**config.mk**
```make
export PLATFORM = sky130hd
export DESIGN_NAME = s_acc12_seq
export DESIGN_NICKNAME = d
export VERILOG_FILES = /design/src/rtl/s_acc12_pkg.sv /design/src/rtl/s_rca12.sv /design/src/rtl/s_acc12_seq.sv
export SDC_FILE = /design/constraint.sdc
export NUM_CORES = 1
export LEC_CHECK = 0
export CORE_MARGIN = 4
export CORE_UTILIZATION = 45
export DETAILED_ROUTE_END_ITERATION = 12
export GPL_ROUTABILITY_DRIVEN = 0
export GPL_TIMING_DRIVEN = 0
export PLACE_DENSITY_LB_ADDON = 0.15
export SYNTH_ARGS = -nofsm -noshare
export SYNTH_HDL_FRONTEND = slang
export SYNTH_HIERARCHICAL = 1
export SYNTH_SLANG_ARGS = --single-unit
```
**constraint.sdc**
```tcl
create_clock -name clk -period 19 [get_ports clk]
set_input_delay 5.7 -clock clk [delete_from_list [all_inputs] [get_ports clk]]
set_output_delay 5.7 -clock clk [all_outputs]
set_load 0.05 [all_outputs]
```
**src/rtl/s_acc12_pkg.sv**
```systemverilog
// Shared types and constants for the s_acc12_seq saturating batch accumulator.
package s_acc12_pkg;

  localparam int unsigned ACC_W = 12;
  localparam int unsigned SUM_W = 13;

  localparam logic [ACC_W-1:0] SAT_MAX = 12'h7FF;
  localparam logic [ACC_W-1:0] SAT_MIN = 12'h800;

  typedef enum logic [0:0] {
    StAcc,
    StDone
  } state_e;

  // Returns {clamped, value}: an exact 13-bit sum folded back into 12 bits.
  function automatic logic [ACC_W:0] sat12(input logic [SUM_W-1:0] sum);
    if (sum[SUM_W-1] == sum[SUM_W-2]) begin
      sat12 = {1'b0, sum[ACC_W-1:0]};
    end else if (!sum[SUM_W-1]) begin
      sat12 = {1'b1, SAT_MAX};
    end else begin
      sat12 = {1'b1, SAT_MIN};
    end
  endfunction

endpackage

```
**src/rtl/s_rca12.sv**
```systemverilog
// 12-bit signed ripple-carry adder producing the exact 13-bit sign-extended sum.
module s_rca12
  import s_acc12_pkg::*;
(
  input  logic [ACC_W-1:0] a,
  input  logic [ACC_W-1:0] b,
  output logic [SUM_W-1:0] sum
);

  logic [SUM_W-1:0] a_ext;
  logic [SUM_W-1:0] b_ext;
  logic [SUM_W-1:0] carry;

  assign a_ext    = {a[ACC_W-1], a};
  assign b_ext    = {b[ACC_W-1], b};
  assign carry[0] = 1'b0;

  for (genvar i = 0; i < SUM_W; i++) begin : g_bit
    assign sum[i] = a_ext[i] ^ b_ext[i] ^ carry[i];
    // Top bit only needs its sum; the carry out of the sign-extended MSB is never used.
    if (i < SUM_W - 1) begin : g_carry
      assign carry[i+1] = (a_ext[i] & b_ext[i]) | (carry[i] & (a_ext[i] ^ b_ext[i]));
    end
  end

endmodule

```
**src/rtl/s_acc12_seq.sv**
```systemverilog
// Saturating batch accumulator around s_rca12; emits each batch total on a valid/ready port.
module s_acc12_seq
  import s_acc12_pkg::*;
#(
  parameter int unsigned N_SAMPLES = 8,
  parameter int unsigned CNT_W     = 8
) (
  input  logic             clk,
  input  logic             rst_n,
  input  logic             in_valid,
  output logic             in_ready,
  input  logic [ACC_W-1:0] in_data,
  input  logic             flush,
  output logic             out_valid,
  input  logic             out_ready,
  output logic [ACC_W-1:0] out_data,
  output logic             out_sat,
  output logic [CNT_W-1:0] out_count
);

  state_e           state_q, state_d;
  logic [ACC_W-1:0] acc_q, acc_d;
  logic [CNT_W-1:0] cnt_q, cnt_d;
  logic             sat_q, sat_d;
  logic [ACC_W-1:0] out_data_q, out_data_d;
  logic             out_sat_q, out_sat_d;
  logic [CNT_W-1:0] out_count_q, out_count_d;

  logic [SUM_W-1:0] sum13;
  logic [ACC_W:0]   sat_res;
  logic [CNT_W-1:0] cnt_inc;
  logic             accept;

  s_rca12 u_rca (
    .a   (acc_q),
    .b   (in_data),
    .sum (sum13)
  );

  assign in_ready  = (state_q == StAcc);
  assign out_valid = (state_q == StDone);
  assign accept    = in_valid & in_ready;
  assign sat_res   = sat12(sum13);
  assign cnt_inc   = cnt_q + CNT_W'(1);

  assign out_data  = out_data_q;
  assign out_sat   = out_sat_q;
  assign out_count = out_count_q;

  always_comb begin
    state_d     = state_q;
    acc_d       = acc_q;
    cnt_d       = cnt_q;
    sat_d       = sat_q;
    out_data_d  = out_data_q;
    out_sat_d   = out_sat_q;
    out_count_d = out_count_q;
    unique case (state_q)
      StAcc: begin
        if (accept) begin
          acc_d = sat_res[ACC_W-1:0];
          sat_d = sat_q | sat_res[ACC_W];
          cnt_d = cnt_inc;
        end
        // A sample arriving alongside flush is folded in before the batch closes.
        if ((accept && (cnt_inc == CNT_W'(N_SAMPLES))) ||
            (flush && ((cnt_q != '0) || accept))) begin
          state_d     = StDone;
          out_data_d  = acc_d;
          out_sat_d   = sat_d;
          out_count_d = cnt_d;
        end
      end
      StDone: begin
        if (out_ready) begin
          state_d = StAcc;
          acc_d   = '0;
          cnt_d   = '0;
          sat_d   = 1'b0;
        end
      end
      default: state_d = StAcc;
    endcase
  end

  always_ff @(posedge clk or negedge rst_n) begin
    if (!rst_n) begin
      state_q     <= StAcc;
      acc_q       <= '0;
      cnt_q       <= '0;
      sat_q       <= 1'b0;
      out_data_q  <= '0;
      out_sat_q   <= 1'b0;
      out_count_q <= '0;
    end else begin
      state_q     <= state_d;
      acc_q       <= acc_d;
      cnt_q       <= cnt_d;
      sat_q       <= sat_d;
      out_data_q  <= out_data_d;
      out_sat_q   <= out_sat_d;
      out_count_q <= out_count_d;
    end
  end

endmodule
```
==> results of run 1 <==
## how the worst max path moves through the flow
stage | from | end
4_1_cts | in_data[0] | acc_q[0]
3_3_place_gp | in_data[0] | acc_q[0]
3_5_place_dp | in_data[0] | acc_q[0]
2_1_floorplan | in_data[0] | acc_q[0]
5_1_grt | in_data[0] | acc_q[0]
6_report | in_data[0] | acc_q[8]
## registers in the layout, summed over array words and instances, names as in the netlist
signal and flops:
out_sat 1, out_count 8, out_data 12, acc_q 12, out_valid 1, cnt_q 8
sat_q 1
## power groups by stage
stage                     registers (uW)  clock network (uW)  logic (uW)
after floorplan                      199                   0         150
after global placement               146                   0         279
after detailed placement             146                   0         284
after CTS                            145                61.2         286
after global routing                 150                64.4         312
final                                144                58.4         283
## cells by family (layout without fill, tap and decap cells)
logic type / count (synthesis) / in the layout / share of synthesized area (%)
and+or+nand+nor: 55 / 55 / 10.2
AOI/OAI and AO/OA: 51 / 51 / 12.4
buffers and inverters: 44 / 90 / 7.87
DFF: 43 / 43 / 43.7
muxes: 22 / 22 / 10.4
adders and majority gates: 17 / 17 / 12.3
xor gates and xnor gates: 9 / 9 / 3.20
## metal layers
| layer | global-route usage [%] | up-vias | part of all wire, % |
|---|---|---|---|
| li1 | - | 887 | - |
| met2 | 29.2 | 43 | 48 |
| met5 | 0 | - | 0 |
| met1 | 23.3 | 867 | 47 |
| met3 | 3.95 | 2 | 4.5 |
| met4 | 5.48 | 0 | 0.65 |
## layout make-up
type	count	area (um2)	area share [%]
Buffer	16	88.8	2.94
Clock buffer	5	68.8	2.27
Clock inverter	3	20.0	0.661
Inverter	28	105	3.47
Multi-Input combinational cell	154	1190	39.5
Sequential cell	43	1080	35.6
Tap cell	70	87.6	2.89
Timing Repair Buffer	38	385	12.7
## stage by stage
step	cell area, um2	setup slack [ns]	total power, uW
after floorplan	2460	7.68	349
after global placement	2920	6.82	424
after detailed placement	2940	6.76	431
after CTS	3030	7.06	492
after global routing	3030	6.81	526
final	3030	7.04	486
## layout by cell type (no fill, tap or decap), drive strengths merged, types with 8 or more instances in the layout
| cell type | n |
|---|---|
| fa | 12 |
| mux2 | 8 |
| clkbuf | 11 |
| dfrtp | 43 |
| inv | 28 |
| mux2i | 14 |
| nand2 | 34 |
| o22ai | 14 |
| buf | 12 |
| a21oi | 24 |
| clkdlybuf4s50 | 36 |
==> run metrics, run 1 <==
status=complete, no violations; length in cells of the worst reg-to-reg path=21; Crit path required time=19.16 ns; post-synthesis async set-or-reset flop share=100%; clock root buffer=clkbuf_8; Die Area=6730 um2; clock share of power=12.0%; synth warn=6; Hold-fix buffers, CTS=0; Max Fclk=83.6 MHz; clock latency at the later pin of the worst-skew pair=0.30 ns; endpoint of the lowest-slack register-to-register path=acc_q[8]; first-pass GRT wire length=9000 um; cell types with the largest area share after synthesis=dfrtp_1, fa_1, mux2i_1, nand2_1, a21oi_1; core footprint=5200 um2; max-capacitance violation count=0; # setup viols final=0; most used standard cell by instance count after synthesis=dfrtp_1; critical-path cell list=clkdlybuf4s50_1 > ha_1 > inv_1 > fa_1 > inv_1 > fa_1 > fa_1 > fa_1 > fa_1 > fa_1 > fa_1 > fa_1 > fa_1 > fa_1 > fa_1 > inv_1 > ha_1 > or2_2 > clkbuf_1 > a21oi_1 > a21oi_1 > o22ai_1; biggest cell delay along the critical path=0.53 ns; fraction of layout instances using a drive strength above 1=9.76%; end of the worst hold path=out_count[5]; standard-cell row count=26; count of endpoints failing hold in the final timing report=0; Most common cell on crit path=fa_1; vias after detailed routing=1799; # H-tree levels=2; worst min-delay path category=register to register; endpoint type of the worst setup path=register; Final Slew Violations=0; total setup buffers inserted after CTS=0; number of DRC violations after detailed-routing iteration 0=91; worst voltage drop across the vdd grid=0.0773 mV; TritonCTS clock tree=built; Crit path max-delay family=adder cells; I/O Pins=40; instance count on the critical path=22; filler-free cell count of the finished design=357; worst hold-check slack=0.512 ns; TNS Setup=0 ns; RSZ-0062 raised after global routing=no; Sink Count=43; source of the worst hold timing path=out_count[5]; Critical Path Start Type=input pin; max_slew headroom=64.0%; half-perimeter wire length after detailed placement=3860 um; maximum number of pins on one net before global-route repair=24; number of filler instances in the final layout=473; Critical Path Slowest Stage Cell=fa_1; buffering stage count on the worst path with inverters included=5; wire length reported by the detailed router=5240 um; clock tree skew after final layout=0.00877 ns; Horiz. Die Dim=82.0 um; register area share after synthesis=43.7%; remaining global-route overflow=0; switch share=48.0%; share of the synthesized area in the top cell type=43.7%; Placed Cells incl. Taps=349; Worst-Margin Slew=0.540 ns; via count of the first global-routing pass=1927; initial antenna violation count=0; number of vias per cell=5.04; sequential share of power=29.7%; leakage power=0.00142 uW; start of the worst register-to-register path=acc_q[0]; number of buffers inserted during clock tree synthesis=5; Crit Path Max Fanout=10; register-to-register setup slack=12.44 ns; router iterations before antenna repair=4; antenna-violating nets left=0; Port Buffers=37; Post-Synthesis Net Count=275; minimum clock period=11.96 ns; PwrDens=161 nW/um2; count of state elements after synthesis=43; clk slew on worst S/H paths=0.08 ns; most area-hungry cell type in the Yosys netlist=dfrtp_1; area of the mapped netlist=2460 um2; top cells by instance count after synthesis=dfrtp_1, nand2_1, inv_1, a21oi_1; Primary FF master, synth=dfrtp_1; Vert. Die Dim=82.0 um; detailed-route wire length per cell=14.7 um; Initial Util=47.4%; average cell area after synthesis=10.2 um2; cts repair resizes=0; DRC errors left=0; Synth cell types=36; Area Growth Syn to Fin=22.8%; switching power summed over all nets=233 uW; Worst Path Arrival=12.12 ns; utilization after layout=58.1%; part of the cycle the worst path needs=62.9%; net count of the finished layout=320; number of cells on the worst hold path=1; part of the total power dissipated in combinational logic=58.3%; number of enable flip-flop cells after synthesis=0; global-route usage over all layers=17.8%; WS Path Type=input pin to register; antenna diode count=0; number of instances in the synthesized netlist=241; internal power contribution=253 uW; maximum clock path buffer count=2
Note: power is estimated with default switching activity, not from simulation.
==> inputs of run 2 (changes only) <==
==> constraint.sdc (replaced) <==
create_clock -name clk -period 9.9 [get_ports clk]
set_input_delay 2.97 -clock clk [delete_from_list [all_inputs] [get_ports clk]]
set_output_delay 2.97 -clock clk [all_outputs]
set_load 0.05 [all_outputs]
==> results of run 2 <==
Same layout as run 1 (identical final DEF). Status: complete, no violations.
Among the figures that moved: setup slack after placement 6.76 ns -> 0.385 ns; setup slack after layout 7.04 ns -> 0.672 ns; register-to-register setup slack 12.44 ns -> 3.34 ns; total power 486 uW -> 933 uW; worst IR drop on VDD 0.0773 mV -> 0.148 mV
==> inputs of run 3 (changes only) <==
--- a/config.mk
+++ b/config.mk
@@ -6,7 +6,8 @@
 export NUM_CORES = 1
 export LEC_CHECK = 0
 export CORE_MARGIN = 4
-export CORE_UTILIZATION = 45
+export CORE_UTILIZATION = 50
+export CTS_BUF_LIST = sky130_fd_sc_hd__clkbuf_2 sky130_fd_sc_hd__clkbuf_4 sky130_fd_sc_hd__clkbuf_8
 export DETAILED_ROUTE_END_ITERATION = 12
 export GPL_ROUTABILITY_DRIVEN = 0
 export GPL_TIMING_DRIVEN = 0
==> run metrics, run 3 (synthesis results as in run 1) <==
count of endpoints failing hold in the final timing report=0 (unchanged); global-route usage over all layers=18.9% (+1.1 points); status=complete, no violations; biggest cell delay along the critical path=0.53 ns (about the same); Max Fclk=108 MHz; Crit path max-delay family=adder cells; pre-CTS setup slack=0.360 ns; worst min-delay path category=register to register; Final Slew Violations=0 (unchanged); endpoint type of the worst setup path=register; buffering stage count on the worst path with inverters included=5 (unchanged); max_slew headroom=65.7% (+1.8 points); clk slew on worst S/H paths=0.09 ns (about the same); worst voltage drop across the vdd grid=0.158 mV; core footprint=4750 um2 (-8.7%); number of DRC violations after detailed-routing iteration 0=73 (-20%); TritonCTS clock tree=built; net count of the finished layout=320 (unchanged); Worst Path Arrival=9.41 ns; first-pass GRT wire length=9090 um (+1.0%); maximum clock path buffer count=2 (unchanged); Initial Util=51.8% (+4.5 points); Die Area=6120 um2 (-9.1%); minimum clock period=9.24 ns; half-perimeter wire length after detailed placement=3670 um (-4.7%); end point of the critical path=acc_q[0]; most common cell after layout, fill and taps aside=dfrtp_1; antenna-violating nets left=0 (unchanged); total setup buffers inserted after CTS=0 (unchanged); clock tree skew after final layout=0.0131 ns (+0.00433 ns); register-to-register setup slack=3.32 ns; max-capacitance violation count=0 (unchanged); Crit Path Max Fanout=10 (unchanged); standard-cell row count=25 (-3.8%); critical-path cell list=clkdlybuf4s50_1 > ha_1 > inv_1 > fa_1 > inv_1 > fa_1 > fa_1 > fa_1 > fa_1 > fa_1 > fa_1 > fa_1 > fa_1 > fa_1 > fa_1 > inv_1 > ha_1 > or2_2 > clkbuf_1 > a21oi_1 > a21oi_1 > o22ai_1; Hold-fix buffers, CTS=0 (unchanged); cts repair resizes=0 (unchanged); start point of the critical path=in_data[0]; Vert. Die Dim=78.2 um (-4.6%); router iterations before antenna repair=4 (unchanged); leakage power=0.00142 uW (+0.51%); # H-tree levels=2 (unchanged); number of buffers inserted during clock tree synthesis=5 (unchanged); Critical Path Slowest Stage Cell=fa_1; maximum number of pins on one net before global-route repair=29 (+21%); antenna diode count=0 (unchanged); Crit path required time=10.07 ns; DRC errors left=0 (unchanged); WS Path Type=input pin to register; endpoint of the lowest-slack register-to-register path=acc_q[0]; start of the worst register-to-register path=acc_q[0]; Worst-Margin Slew=0.514 ns (-0.0267 ns); part of the cycle the worst path needs=93.3%; PwrDens=310 nW/um2; length in cells of the worst reg-to-reg path=21 (unchanged); # setup viols final=0 (unchanged); initial antenna violation count=0 (unchanged); number of filler instances in the final layout=424 (-10%); most frequent cells in the layout=dfrtp_1, clkdlybuf4s50_1, nand2_1, inv_1, a21oi_1; Port Buffers=37 (unchanged); I/O Pins=40 (unchanged); vias after detailed routing=1805 (+0.33%); instance count on the critical path=22 (unchanged); RSZ-0062 raised after global routing=no; worst hold-check slack=0.511 ns (-0.000999 ns); wire length reported by the detailed router=4990 um (-4.9%); Critical Path Start Type=input pin; Most common cell on crit path=fa_1; TNS Setup=0 ns (unchanged); remaining global-route overflow=0 (unchanged); Area Growth Syn to Fin=23.0%; overall power of the completed layout=941 uW; fraction of layout instances using a drive strength above 1=9.76% (unchanged); Sink Count=43 (unchanged); Horiz. Die Dim=78.2 um (-4.6%); number of vias per cell=5.10 (+1.2%); final worst slack=0.664 ns; via count of the first global-routing pass=1885 (-2.2%); clock root buffer=clkbuf_8; detailed-route wire length per cell=14.1 um (-4.1%); utilization after layout=63.8% (+5.6 points); clock latency at the later pin of the worst-skew pair=0.31 ns (about the same)
==> run 3: changes by cell type in the layout (fill, tap and decap cells not counted), sizes merged <==
cell      before  now
clkbuf        11   12
clkinvlp       2    1
==> run 3: layout make-up <==
class | instances | area (um2) | area share [%]
Buffer | 16 | 88.8 | 2.93
Clock buffer | 6 | 82.6 | 2.72
Clock inverter | 2 | 16.3 | 0.536
Inverter | 28 | 105 | 3.47
Multi-Input combinational cell | 154 | 1190 | 39.4
Sequential cell | 43 | 1080 | 35.5
Tap cell | 67 | 83.8 | 2.76
Timing Repair Buffer | 38 | 385 | 12.7
==> run 3: through the flow <==
step / cells / cell area (um2)
after floorplan: 241 / 2460
after global placement: 345 / 2920
after detailed placement: 346 / 2930
after CTS: 354 / 3030
after global routing: 354 / 3030
final: 354 / 3030
==> run 3: how the worst min path moves through the flow <==
stage | startpoint | endpoint | slack (ns) | cells past startpoint
3_5_place_dp | out_count[1] | out_count[1] | 0.49 | 1
5_1_grt | out_count[1] | out_count[1] | 0.52 | 1
6_report | out_count[1] | out_count[1] | 0.51 | 1
3_3_place_gp | out_count[1] | out_count[1] | 0.49 | 1
4_1_cts | out_count[1] | out_count[1] | 0.51 | 1
2_1_floorplan | cnt_q[6] | cnt_q[6] | 0.49 | 1
==> run 3: per-layer routing <==
layer | wire, um | up-vias | global-route usage, %
met4 | 78 | 0 | 6.47
met2 | 2320 | 41 | 29.3
li1 | - | 893 | -
met5 | 0 | - | 0
met1 | 2360 | 864 | 26.6
met3 | 222 | 7 | 3.78
==> run 3: power breakdown <==
group          internal, uW  switching [uW]
clock                  57.0            64.3
combinational           202             340
sequential              234            42.8
total                   493             447
